[src/rtl/seq_mult32.sv]
// Sequential 32x32 unsigned shift-add multiplier.
// It takes 32 steps per product and HI/LO hold the result until the next product completes.
module seq_mult32 (
  input  logic        clk,
  input  logic        reset,
  input  logic        start,
  input  logic [31:0] A,
  input  logic [31:0] B,
  output logic        busy,
  output logic        done,
  output logic [31:0] HI,
  output logic [31:0] LO
);

  typedef enum logic [1:0] {StIdle, StRun, StDone} state_e;

  state_e      state_q, state_d;
  logic [31:0] mcand_q, mcand_d;
  logic [31:0] mplier_q, mplier_d;
  logic [63:0] acc_q, acc_d;
  logic [5:0]  cnt_q, cnt_d;
  logic [31:0] hi_q, hi_d;
  logic [31:0] lo_q, lo_d;

  logic        last_step;
  logic [32:0] sum;
  logic [63:0] acc_step;

  assign last_step = (cnt_q == 6'd31);

  // The carry out of the 33-bit sum becomes acc[63] after the right shift.
  assign sum      = {1'b0, acc_q[63:32]} + {1'b0, (mplier_q[0] ? mcand_q : 32'd0)};
  assign acc_step = {sum, acc_q[31:1]};

  always_ff @(posedge clk) begin
    if (reset) begin
      state_q  <= StIdle;
      mcand_q  <= '0;
      mplier_q <= '0;
      acc_q    <= '0;
      cnt_q    <= '0;
      hi_q     <= '0;
      lo_q     <= '0;
    end else begin
      state_q  <= state_d;
      mcand_q  <= mcand_d;
      mplier_q <= mplier_d;
      acc_q    <= acc_d;
      cnt_q    <= cnt_d;
      hi_q     <= hi_d;
      lo_q     <= lo_d;
    end
  end

  always_comb begin
    state_d = state_q;
    unique case (state_q)
      StIdle:  if (start) state_d = StRun;
      StRun:   if (last_step) state_d = StDone;
      StDone:  state_d = start ? StRun : StIdle;
      default: state_d = StIdle;
    endcase
  end

  always_comb begin
    mcand_d  = mcand_q;
    mplier_d = mplier_q;
    acc_d    = acc_q;
    cnt_d    = cnt_q;
    hi_d     = hi_q;
    lo_d     = lo_q;
    if (state_q == StRun) begin
      acc_d    = acc_step;
      mplier_d = mplier_q >> 1;
      cnt_d    = cnt_q + 6'd1;
      if (last_step) begin
        hi_d = acc_step[63:32];
        lo_d = acc_step[31:0];
      end
    end else if (start) begin
      mcand_d  = A;
      mplier_d = B;
      acc_d    = '0;
      cnt_d    = '0;
    end
  end

  always_comb begin
    busy = (state_q == StRun);
    done = (state_q == StDone);
    HI   = hi_q;
    LO   = lo_q;
  end

endmodule

[config.mk]
export PLATFORM = sky130hd
export DESIGN_NAME = seq_mult32
export DESIGN_NICKNAME = d
export VERILOG_FILES = /design/src/rtl/seq_mult32.sv
export SDC_FILE = /design/constraint.sdc
export NUM_CORES = 1
export LEC_CHECK = 0
export CORE_MARGIN = 4
export CORE_UTILIZATION = 27
export DETAILED_ROUTE_END_ITERATION = 12
export GPL_TIMING_DRIVEN = 0
export PLACE_DENSITY_LB_ADDON = 0.2
export SKIP_LAST_GASP = 1
export SLEW_MARGIN = 20
export SYNTH_ARGS = -nofsm -noshare
export SYNTH_HDL_FRONTEND = slang
export SYNTH_SLANG_ARGS = --single-unit
[constraint.sdc]
create_clock -name clk -period 2.6 [get_ports clk]
set_input_delay 0.26 -clock clk [delete_from_list [all_inputs] [get_ports clk]]
set_output_delay 0.26 -clock clk [all_outputs]
set_load 0.005 [all_outputs]
==> results.sh, run 1 <==
export IMPL_outcome="finished, violations left"
export IMPL_violations="setup timing"
export IMPL_finalNetCount=1438
export IMPL_pwr_density_cell_nw_per_um2=507
export IMPL_vdd_ir_drop_worst_mv=0.493
export IMPL_cts_tree="done"
export IMPL_insertedDiodeCount=0
export IMPL_layout_core_utilization_pct=38.2
export IMPL_timing_worst_setup_path_type="reg -> reg"
export IMPL_ys_warnings_count=0
export IMPL_synth_distinct_cells=58
export IMPL_routed_wirelength_microns=31900
export IMPL_area_of_the_core_sq_um=34500
export IMPL_netlist_top_cell_by_area="dfxtp_1"
export IMPL_grt_pass1_wl_microns=49800
export IMPL_holdCritPathClass="in -> reg"
export IMPL_final_antenna_net_count=0
export IMPL_tightestPinTransition_ns=0.907
export IMPL_die_area_sq_um=38000
export IMPL_most_area_consuming_cells_after_synthesis="dfxtp_1, a21oi_1, nand2_1"
export IMPL_slew_violations=0
export IMPL_fin_crit_ns=2.91
export IMPL_via_count=8948
export IMPL_cts_buffers_inserted=17
export IMPL_max_slew_margin_rel_pct=39.6
export IMPL_clk_insertion_delay_late_ns=0.45
export IMPL_post_route_worst_setup_slack_ns=-0.308
export IMPL_fp_row_count=68
export IMPL_drt_pass1_iterations=5
export IMPL_worst_setup_path_end_kind="flop"
export IMPL_timing_reg2reg_worst_path_depth=12
export IMPL_timing_final_hold_violations=0
export IMPL_cts_buffer_depth=2
export IMPL_layout_drive_gt1_share_pct=16.5
export IMPL_timing_critical_path_required_ns=2.94
export IMPL_fmax_ghz=0.344
export IMPL_synth_top_cell_area_share_pct=42.3
export IMPL_final_min_period_over_clock_period_pct=112
export IMPL_drt_vias_per_instance=4.96
export IMPL_critical_path_fanout_max=8
export IMPL_clock_sinks=199
export IMPL_grt_overflow_total=0
export IMPL_setup_reg_to_reg_worst_slack_ns=-0.31
export IMPL_ctsHoldBuffers=0
export IMPL_synth_area_per_cell_sq_um=8.11
export IMPL_die_width_microns=195
export IMPL_synthesis_area_sq_um=9430
export IMPL_detailed_place_hpwl_microns=23100
export IMPL_drc=0
export IMPL_ys_async_sr_fraction_pct=0
export IMPL_timing_setup_tns_ns=-6.80
export IMPL_skew_ns=0.0146
export IMPL_number_of_antenna_violations_at_the_first_check_in_global_routing=1
export IMPL_cts_htree_levels=4
export IMPL_gr_usage_all_layers_pct=16.4
export IMPL_ys_seq_area_share_pct=42.3
export IMPL_setup_worst_path_start_class="flop"
export IMPL_ys_ff_latch=199
export IMPL_routability_congestion_estimate_from_global_placement=0.887
export IMPL_die_height_microns=195
export IMPL_ios=133
export IMPL_netlist_instances=1162
export IMPL_worstHoldStart="A[25]"
export IMPL_worstHoldPathCells=3
export IMPL_floorplan_initialDensity_pct=27.4
export IMPL_mappedNetlistNets=1263
export IMPL_holdPathEnd="mcand_q[25]"
export IMPL_cp_slowest_stage_delay_ns=0.49
export IMPL_power_leakage_uw=0.00473
export IMPL_cts_root_buf="clkbuf_16"
export IMPL_timing_max_cap_violations=0
export IMPL_portBuffers=131
export IMPL_clkTransAtPathRegs_ns=0.08
export IMPL_reg2reg_from="mplier_q[0]"
export IMPL_first_global_vias=8835
export IMPL_area_growth_pct=39.7
export IMPL_slowest_cell_on_the_critical_path="dfxtp_4"
export IMPL_timing_rr_end="HI[24]"
export IMPL_timing_critical_path_cells="buf_8 > and2_4 > ha_4 > a21o_1 > buf_6 > o21bai_4 > o211ai_1 > o21ai_2 > a31o_4 > a21oi_4 > nor4_2 > a311o_1"
export IMPL_worst_path_arrival_ns=3.25
export IMPL_final_setup_viol_count=43
export IMPL_dr_wl_cell_microns=17.7
export IMPL_synth_top_flop_cell="dfxtp_1"
export IMPL_post_synth_top_count_cell="nand2_1"
export IMPL_rsz0062_at_grt="yes"
export IMPL_grt_max_degree=22
export IMPL_synth_enable_flop_cells=0
export IMPL_post_synth_top_cells="nand2_1, dfxtp_1, a21oi_1, nor2_1, clkbuf_1"
export IMPL_drt_initial_drc_count=630
==> power by group <==
part	switching, uW	internal [uW]
sequential	51.7	3130
clock	1420	1400
combinational	406	276
==> kinds of logic (layout without fill, tap and decap cells) <==
group	count (synthesis)	after routing	share of synthesized area, %
fa+ha+maj	34	34	4.59
xor+xnor	23	23	2.14
compound gates	308	308	20.1
buf+inv	101	289	4.22
mux	33	33	3.50
flops	199	199	42.3
simple gates	464	464	23.2
==> metrics by stage <==
stage / power, uW / setup WS (ns) / cell area [sq um] / cells / hold WS (ns)
after floorplan: 3590 / 0.00300 / 9480 / 1162 / 0.396
after global placement: 3870 / -0.713 / 11400 / 1748 / 0.440
after detailed placement: 3870 / -0.634 / 11400 / 1748 / 0.444
after CTS: 6730 / -0.305 / 12600 / 1795 / 0.331
after global routing: 6940 / -0.432 / 13200 / 1805 / 0.347
final: 6680 / -0.308 / 13200 / 1805 / 0.349
==> critical path, delay by kind of cell, from the launching register on <==
kind	cells	cell delay (ns)
flip-flops	1	0.49
AO/OA/AOI/OAI	7	1.63
adder cells (fa/ha/maj)	1	0.20
AND/OR/NAND/NOR	2	0.20
buffers and inverters	2	0.26
==> registers in the layout, indices dropped and copies added, names as in the netlist <==
| signal | cells |
|---|---|
| acc_q | 63 |
| HI | 32 |
| LO | 32 |
| cnt_q | 6 |
| mcand_q | 32 |
| mplier_q | 32 |
| state_q | 2 |
==> repair_timing <==
action | CTS | global route
pin swaps | 49 | 66
buffers inserted | 23 | 16
setup endpoints to repair | 49 | 80
cloned | 2 | 0
resized for setup | 119 | 98
==> cell usage in the layout, fill, tap and decap left out, types with 10 or more instances in the layout <==
cell type and instances:
and2_1 25, nand3b_1 34, a21o_1 19, a21oi_1 144, ha_1 12, a211oi_1 31, clkbuf_1 54, buf_1 16
buf_4 29, nor3b_1 10, a21oi_2 19, buf_6 10, clkbuf_16 18, ha_4 14, nand3_1 21, dfxtp_1 198
nor2_1 74, a21oi_4 11, mux2i_1 33, clkdlybuf4s50_1 131, nand2_1 214, o21ai_2 12
==> routing by layer <==
metal	up-vias	share of wire [%]	track usage [%]
li1	4415	-	-
met1	4278	47	22.3
met2	210	46	26.5
met3	43	4.3	2.88
met4	2	2.2	5.04
met5	-	0.063	0
==> layout make-up <==
class,instances,area (sq um)
fillers,3604,21300
multi-input cells,862,5960
flip-flops and latches,199,3990
repair buffers,168,1620
well taps,455,569
clock buffers,17,425
plain buffers,81,375
clock inverters,15,199
inverters,8,31.3
==> worst max path at each step <==
stage / startpoint / end / cells after the start
after CTS: mplier_q[0] / acc_q[63] / 13
after floorplan: mplier_q[0] / acc_q[61] / 11
final: mplier_q[0] / HI[24] / 12
after detailed placement: mplier_q[0] / HI[24] / 12
after global placement: mplier_q[0] / HI[24] / 12
after global routing: mplier_q[0] / HI[24] / 12
No activity file was read; power rests on OpenSTA's default activity.
==> run 2: changes to the inputs <==
--- a/config.mk
+++ b/config.mk
@@ -7,8 +7,9 @@
 export LEC_CHECK = 0
 export CORE_MARGIN = 4
-export CORE_UTILIZATION = 27
+export CORE_UTILIZATION = 35
 export DETAILED_ROUTE_END_ITERATION = 12
 export GPL_TIMING_DRIVEN = 0
 export PLACE_DENSITY_LB_ADDON = 0.2
+export SKIP_CTS_REPAIR_TIMING = 1
 export SKIP_LAST_GASP = 1
 export SLEW_MARGIN = 20
==> constraint.sdc (replaced) <==
create_clock -name clk -period 2.6 [get_ports clk]
set_input_delay 0.26 -clock clk [delete_from_list [all_inputs] [get_ports clk]]
set_output_delay 0.26 -clock clk [all_outputs]
set_load 0.05 [all_outputs]
==> run 2 against run 1 <==
Net effect: the run still ends with setup timing left; wire length down 7.8%; design area shrank 5.3%; critical path depth unchanged; combinational power fell by 3.7%; clock-buffer cell count grew 4; critical endpoint is now acc_q[61].
==> results.sh, run 2 (synthesis results as in run 1) <==
export IMPL_final_antenna_net_count=0
export IMPL_final_min_period_over_clock_period_pct=114
export IMPL_grt_max_degree=19
export IMPL_worst_path_arrival_ns=3.28
export IMPL_timing_critical_path_required_ns=2.91
export IMPL_layout_drive_gt1_share_pct=12.3
export IMPL_power_leakage_uw=0.00456
export IMPL_design_area_sq_um=12500
export IMPL_timing_rr_end="acc_q[61]"
export IMPL_slew_violations=0
export IMPL_seq_power_share_pct=49.5
export IMPL_via_count=8800
export IMPL_path_common_cell="buf_6"
export IMPL_finish_cell_count_without_fillers=1673
export IMPL_post_layout_total_power_uw=6420
export IMPL_max_slew_margin_rel_pct=39.1
export IMPL_drt_vias_per_instance=5.26
export IMPL_rsz0062_at_grt="yes"
export IMPL_top_reg_by_flops="acc_q"
export IMPL_placed_cell_area_sq_um=11200
export IMPL_reg2reg_from="mplier_q[0]"
export IMPL_timing_critical_path_cells="buf_6 > and2_4 > ha_4 > buf_6 > a21oi_4 > o21ai_2 > a221oi_2 > o31a_1 > nand2_4 > a221oi_4 > nor4_2 > or3_1"
export IMPL_floorplan_initialDensity_pct=35.9
export IMPL_critical_path_fanout_max=7
export IMPL_groute_layer_met1_usage_pct=26.6
export IMPL_tightestPinTransition_ns=0.914
export IMPL_finalNetCount=1426
export IMPL_routed_wirelength_microns=29400
export IMPL_path_depth=12
export IMPL_mostFrequentLayoutCells="nand2_1, dfxtp_1, a21oi_1"
export IMPL_dp_cells=1628
export IMPL_cts_buffer_depth=2
export IMPL_pre_cts_ws_ns=-0.654
export IMPL_area_of_the_core_sq_um=26300
export IMPL_area_growth_pct=32.3
export IMPL_skew_ns=0.0109
export IMPL_fmax_ghz=0.337
export IMPL_vdd_ir_drop_worst_mv=0.384
export IMPL_number_of_antenna_violations_at_the_first_check_in_global_routing=0
export IMPL_dr_wl_cell_microns=17.6
export IMPL_worst_setup_path_end_kind="flop"
export IMPL_drt_pass1_iterations=5
export IMPL_insertedDiodeCount=0
export IMPL_setup_worst_path_start="mplier_q[0]"
export IMPL_drt_initial_drc_count=676
export IMPL_cts_buffers_inserted=17
export IMPL_setup_worst_path_start_class="flop"
export IMPL_num_fill_cells=2601
export IMPL_detailed_place_hpwl_microns=21500
export IMPL_crit_family="compound AO/OA/AOI/OAI gates"
export IMPL_cts_tree="done"
export IMPL_pwr_density_cell_nw_per_um2=515
export IMPL_portBuffers=131
export IMPL_post_route_worst_setup_slack_ns=-0.369
export IMPL_grt_overflow_total=0
export IMPL_gr_usage_all_layers_pct=18.9
export IMPL_die_width_microns=172
export IMPL_timing_max_cap_violations=0
export IMPL_crit_buf_inv=2
export IMPL_largest_reg_flops=63
export IMPL_cts_root_buf="clkbuf_16"
export IMPL_mostFrequentLayoutCell="nand2_1"
export IMPL_die_area_sq_um=29600
export IMPL_timing_worst_setup_path_type="reg -> reg"
export IMPL_routability_congestion_estimate_from_global_placement=0.892
export IMPL_clock_sinks=199
export IMPL_grt_busiest_layer="met2"
export IMPL_ios=133
export IMPL_setup_worst_path_end="acc_q[61]"
export IMPL_final_setup_viol_count=37
export IMPL_p_int_uw=4700
export IMPL_combPwrFrac_pct=10.2
export IMPL_violations="setup timing"
export IMPL_clock_power_share_pct=40.3
export IMPL_timing_final_hold_violations=0
export IMPL_cp_slowest_stage_delay_ns=0.41
export IMPL_cts_htree_levels=4
export IMPL_clk_insertion_delay_late_ns=0.43
export IMPL_first_global_vias=8178
export IMPL_die_height_microns=172
export IMPL_fp_row_count=59
export IMPL_holdCritPathClass="in -> reg"
export IMPL_grt_util_met2_pct=30.6
export IMPL_clkTransAtPathRegs_ns=0.08
export IMPL_setup_reg_to_reg_worst_slack_ns=-0.37
export IMPL_timing_reg2reg_worst_path_depth=12
export IMPL_fin_crit_ns=2.97
export IMPL_global_route_track_usage_on_met3_pct=2.79
export IMPL_grt_pass1_wl_microns=44400
export IMPL_outcome="finished, violations left"
export IMPL_slowest_cell_on_the_critical_path="dfxtp_4"
export IMPL_p_switching_uw=1720
export IMPL_swShare_pct=26.8
export IMPL_drc=0
[run 2: changes by cell type in the layout (fill, tap and decap cells not counted), moves of 5 or more]
cell / delta
buf_4: -11
a21oi_1: +10
o21ai_2: -6
a21oi_2: -5
a21oi_4: -5
[run 2: tightest hold or removal path: cells and delay by family]
| kind | cells | cell delay [ns] |
|---|---|---|
| buffers and inverters | 1 | 0.39 |
| AOI/OAI and AO/OA | 1 | 0.05 |
| and+or+nand+nor | 1 | 0.05 |
[run 2: routing by layer]
metal	share of wire, %	vias to the layer above	wire length, microns
met2	46	204	13600
met1	48	4187	14100
met4	1.5	0	428
met5	0	-	0
li1	-	4383	-
met3	4.5	26	1330
[run 2: worst min-delay path by stage]
stage	startpoint	endpoint	depth (start not counted)
3_3_place_gp	mcand_q[2]	mcand_q[2]	2
4_1_cts	A[26]	mcand_q[26]	3
3_5_place_dp	mcand_q[5]	mcand_q[5]	2
2_1_floorplan	A[0]	mcand_q[0]	2
5_1_grt	A[29]	mcand_q[29]	3
6_report	A[26]	mcand_q[26]	3
[run 2: metrics by stage]
stage	utilization [%]	setup TNS, ns	hold slack, ns
floorplan	-	0	0.396
global placement	42.6	-19.40	0.440
detailed placement	42.6	-20.01	0.442
CTS	44.8	-18.15	0.356
global route	47.4	-10.21	0.378
finish	47.4	-5.57	0.370
[run 2: area by class of cell]
type	count	area, sq um	area share (%)
Sequential cell	199	3990	32.0
Timing Repair Buffer	151	1460	11.7
Inverter	8	30.0	0.241
Clock inverter	11	111	0.893
Clock buffer	21	460	3.69
Buffer	86	385	3.09
Tap cell	335	419	3.36
Multi-Input combinational cell	862	5610	45.0
[run 2: power groups by stage]
stage	Sequential, uW	Clock, uW	Combinational (uW)
finish	3180	2590	658
CTS	3180	2630	626
detailed placement	3250	0	622
global route	3190	2760	716
floorplan	3230	0	360
global placement	3250	0	619
==> run 3: changes to the inputs <==
Settings changed: ABC_AREA set to 1.
==> run 3 against run 2 <==
Net effect: the flow now finishes without violations; die area is 7.6% higher; largest power group unchanged; area after synthesis increased by 8.0%; critical endpoint is now HI[27]; clock power increased by 14%.
==> results.sh, run 3 <==
export IMPL_die_width_microns=179
export IMPL_timing_reg2reg_worst_path_depth=14
export IMPL_via_count=9632
export IMPL_insertedDiodeCount=0
export IMPL_pwr_density_cell_nw_per_um2=528
export IMPL_ys_seq_area_share_pct=39.1
export IMPL_fp_row_count=62
export IMPL_grt_max_degree=26
export IMPL_netlist_top_cell_by_area="dfxtp_1"
export IMPL_cp_slowest_stage_delay_ns=0.42
export IMPL_hold_ws_ns=0.343
export IMPL_slowest_cell_on_the_critical_path="dfxtp_4"
export IMPL_timing_worst_setup_path_type="reg -> reg"
export IMPL_mostFrequentLayoutCells="nand2_1, inv_1, dfxtp_1"
export IMPL_synth_distinct_cells=39
export IMPL_num_fill_cells=3084
export IMPL_clock_sinks=199
export IMPL_timing_critical_path_cells="clkbuf_2 > nand2_1 > inv_1 > ha_1 > nand2_1 > inv_1 > a21oi_1 > nand2_1 > a21oi_1 > nand3_1 > nand2_1 > nand2_1 > nand2_1 > inv_1"
export IMPL_final_min_period_over_clock_period_pct=93.4
export IMPL_first_global_vias=9241
export IMPL_drc=0
export IMPL_detailed_place_hpwl_microns=22800
export IMPL_netlist_instances=1566
export IMPL_reg2reg_from="mplier_q[0]"
export IMPL_finalNetCount=1818
export IMPL_worst_setup_path_end_kind="flop"
export IMPL_cts_buffers_inserted=17
export IMPL_mappedNetlistNets=1667
export IMPL_drt_initial_drc_count=387
export IMPL_floorplan_initialDensity_pct=35.5
export IMPL_setup_worst_path_start_class="flop"
export IMPL_final_antenna_net_count=0
export IMPL_drt_pass1_iterations=5
export IMPL_holdPathEnd="LO[31]"
export IMPL_skew_ns=0.0184
export IMPL_synth_top_cell_area_share_pct=39.1
export IMPL_portBuffers=131
export IMPL_mostFrequentLayoutCell="nand2_1"
export IMPL_fin_crit_ns=2.43
export IMPL_timing_final_hold_violations=0
export IMPL_dr_wl_cell_microns=14.1
export IMPL_post_synth_top_count_cell="nand2_1"
export IMPL_critical_path_fanout_max=10
export IMPL_slew_violations=0
export IMPL_synth_enable_flop_cells=0
export IMPL_power_leakage_uw=0.00636
export IMPL_layout_drive_gt1_share_pct=5.95
export IMPL_ys_async_sr_fraction_pct=0
export IMPL_gr_usage_all_layers_pct=19.0
export IMPL_fmax_ghz=0.412
export IMPL_post_synth_top_cells="nand2_1, inv_1, dfxtp_1, nor2_1, a21oi_1"
export IMPL_most_area_consuming_cells_after_synthesis="dfxtp_1, nand2_1, inv_1"
export IMPL_tightestPinTransition_ns=0.690
export IMPL_max_slew_margin_rel_pct=54.0
export IMPL_synth_top_flop_cell="dfxtp_1"
export IMPL_top_reg_by_flops="acc_q"
export IMPL_final_setup_viol_count=0
export IMPL_synthesis_area_sq_um=10200
export IMPL_clk_insertion_delay_late_ns=0.45
export IMPL_die_height_microns=179
export IMPL_setup_reg_to_reg_worst_slack_ns=0.17
export IMPL_area_growth_pct=24.5
export IMPL_worst_path_arrival_ns=2.77
export IMPL_cts_root_buf="clkbuf_16"
export IMPL_pre_cts_ws_ns=-0.291
export IMPL_routability_congestion_estimate_from_global_placement=0.903
export IMPL_clkTransAtPathRegs_ns=0.10
export IMPL_placed_cell_area_sq_um=12000
export IMPL_timing_critical_path_required_ns=2.95
export IMPL_worstHoldStart="reset"
export IMPL_largest_reg_flops=63
export IMPL_ys_ff_latch=199
export IMPL_worstHoldPathCells=4
export IMPL_dp_cells=2081
export IMPL_drt_vias_per_instance=4.56
export IMPL_die_area_sq_um=31900
export IMPL_design_area_sq_um=12700
export IMPL_path_common_cell="nand2_1"
export IMPL_outcome="completed"
export IMPL_vdd_ir_drop_worst_mv=0.409
export IMPL_holdCritPathClass="in -> reg"
export IMPL_synth_area_per_cell_sq_um=6.50
export IMPL_grt_overflow_total=0
export IMPL_timing_rr_end="HI[27]"
export IMPL_ys_warnings_count=0
export IMPL_routed_wirelength_microns=29800
export IMPL_cts_buffer_depth=2
export IMPL_cts_tree="done"
export IMPL_number_of_antenna_violations_at_the_first_check_in_global_routing=0
export IMPL_cts_htree_levels=4
export IMPL_post_route_worst_setup_slack_ns=0.171
export IMPL_timing_max_cap_violations=0
export IMPL_finish_cell_count_without_fillers=2114
export IMPL_ios=133
export IMPL_grt_pass1_wl_microns=47700
export IMPL_area_of_the_core_sq_um=28700
run 3: cell count changes after synthesis, sizes merged, moves of 38 or more:
cell    previous run  this run
nand3             25        89
nand2            223       604
clkbuf            66        28
a21oi            174        90
inv                7       234
a211oi            38         0
nor2              78       120
run 3: cell families (layout without fill, tap and decap cells):
group | count (synthesis) | in the layout | share of synthesized area [%]
AO/OA/AOI/OAI | 187 | 187 | 10.4
XOR/XNOR | 13 | 13 | 1.19
adder cells (fa/ha/maj) | 34 | 34 | 4.25
buffers and inverters | 304 | 468 | 12.1
flip-flops | 199 | 199 | 39.1
AND/OR/NAND/NOR | 829 | 829 | 32.9
run 3: final cells by class:
cell class,count,area [sq um],share of cell area (%)
Clock buffer,17,425,3.36
Timing Repair Buffer,133,1330,10.5
Buffer,67,344,2.72
Multi-Input combinational cell,1063,4980,39.3
Sequential cell,199,3990,31.5
Tap cell,384,480,3.79
Clock inverter,15,231,1.83
Inverter,236,886,6.99
run 3: how the worst max path moves through the flow:
stage | startpoint | endpoint | slack, ns | depth (start not counted)
4_1_cts | mplier_q[0] | HI[31] | -0.33 | 15
6_report | mplier_q[0] | HI[27] | 0.17 | 14
2_1_floorplan | mplier_q[0] | HI[31] | 0.48 | 15
5_1_grt | mplier_q[0] | acc_q[45] | -0.007 | 13
3_3_place_gp | mplier_q[0] | HI[31] | -0.29 | 15
3_5_place_dp | mplier_q[0] | HI[31] | -0.29 | 15
run 3: worst max-delay path, delay by kind of cell (launching register included):
kind,cells,cell delay (ns)
AOI/OAI and AO/OA,2,0.46
adders and majority gates,1,0.28
buffers and inverters,4,0.42
DFF,1,0.42
and+or+nand+nor,7,0.74
run 3: power by group:
group	internal [uW]	leakage, uW	switching [uW]
combinational	216	0.00443	354
clock	1390	0.000316	1560
sequential	3130	0.00162	40.8
run 3: metrics by stage:
stage          util (%)  setup TNS, ns  power [uW]
2_1_floorplan         -              0        3550
3_3_place_gp       41.7          -4.98        3800
3_5_place_dp       41.7          -5.25        3810
4_1_cts            44.0          -7.59        6760
5_1_grt            44.1        -0.0166        6960
6_report           44.1              0        6690
run 3: metal layers:
layer  GRT usage, %  share of wire [%]
met4           3.81                1.1
met5              0                  0
met1           25.0                 47
met3           4.01                4.7
met2           32.2                 47
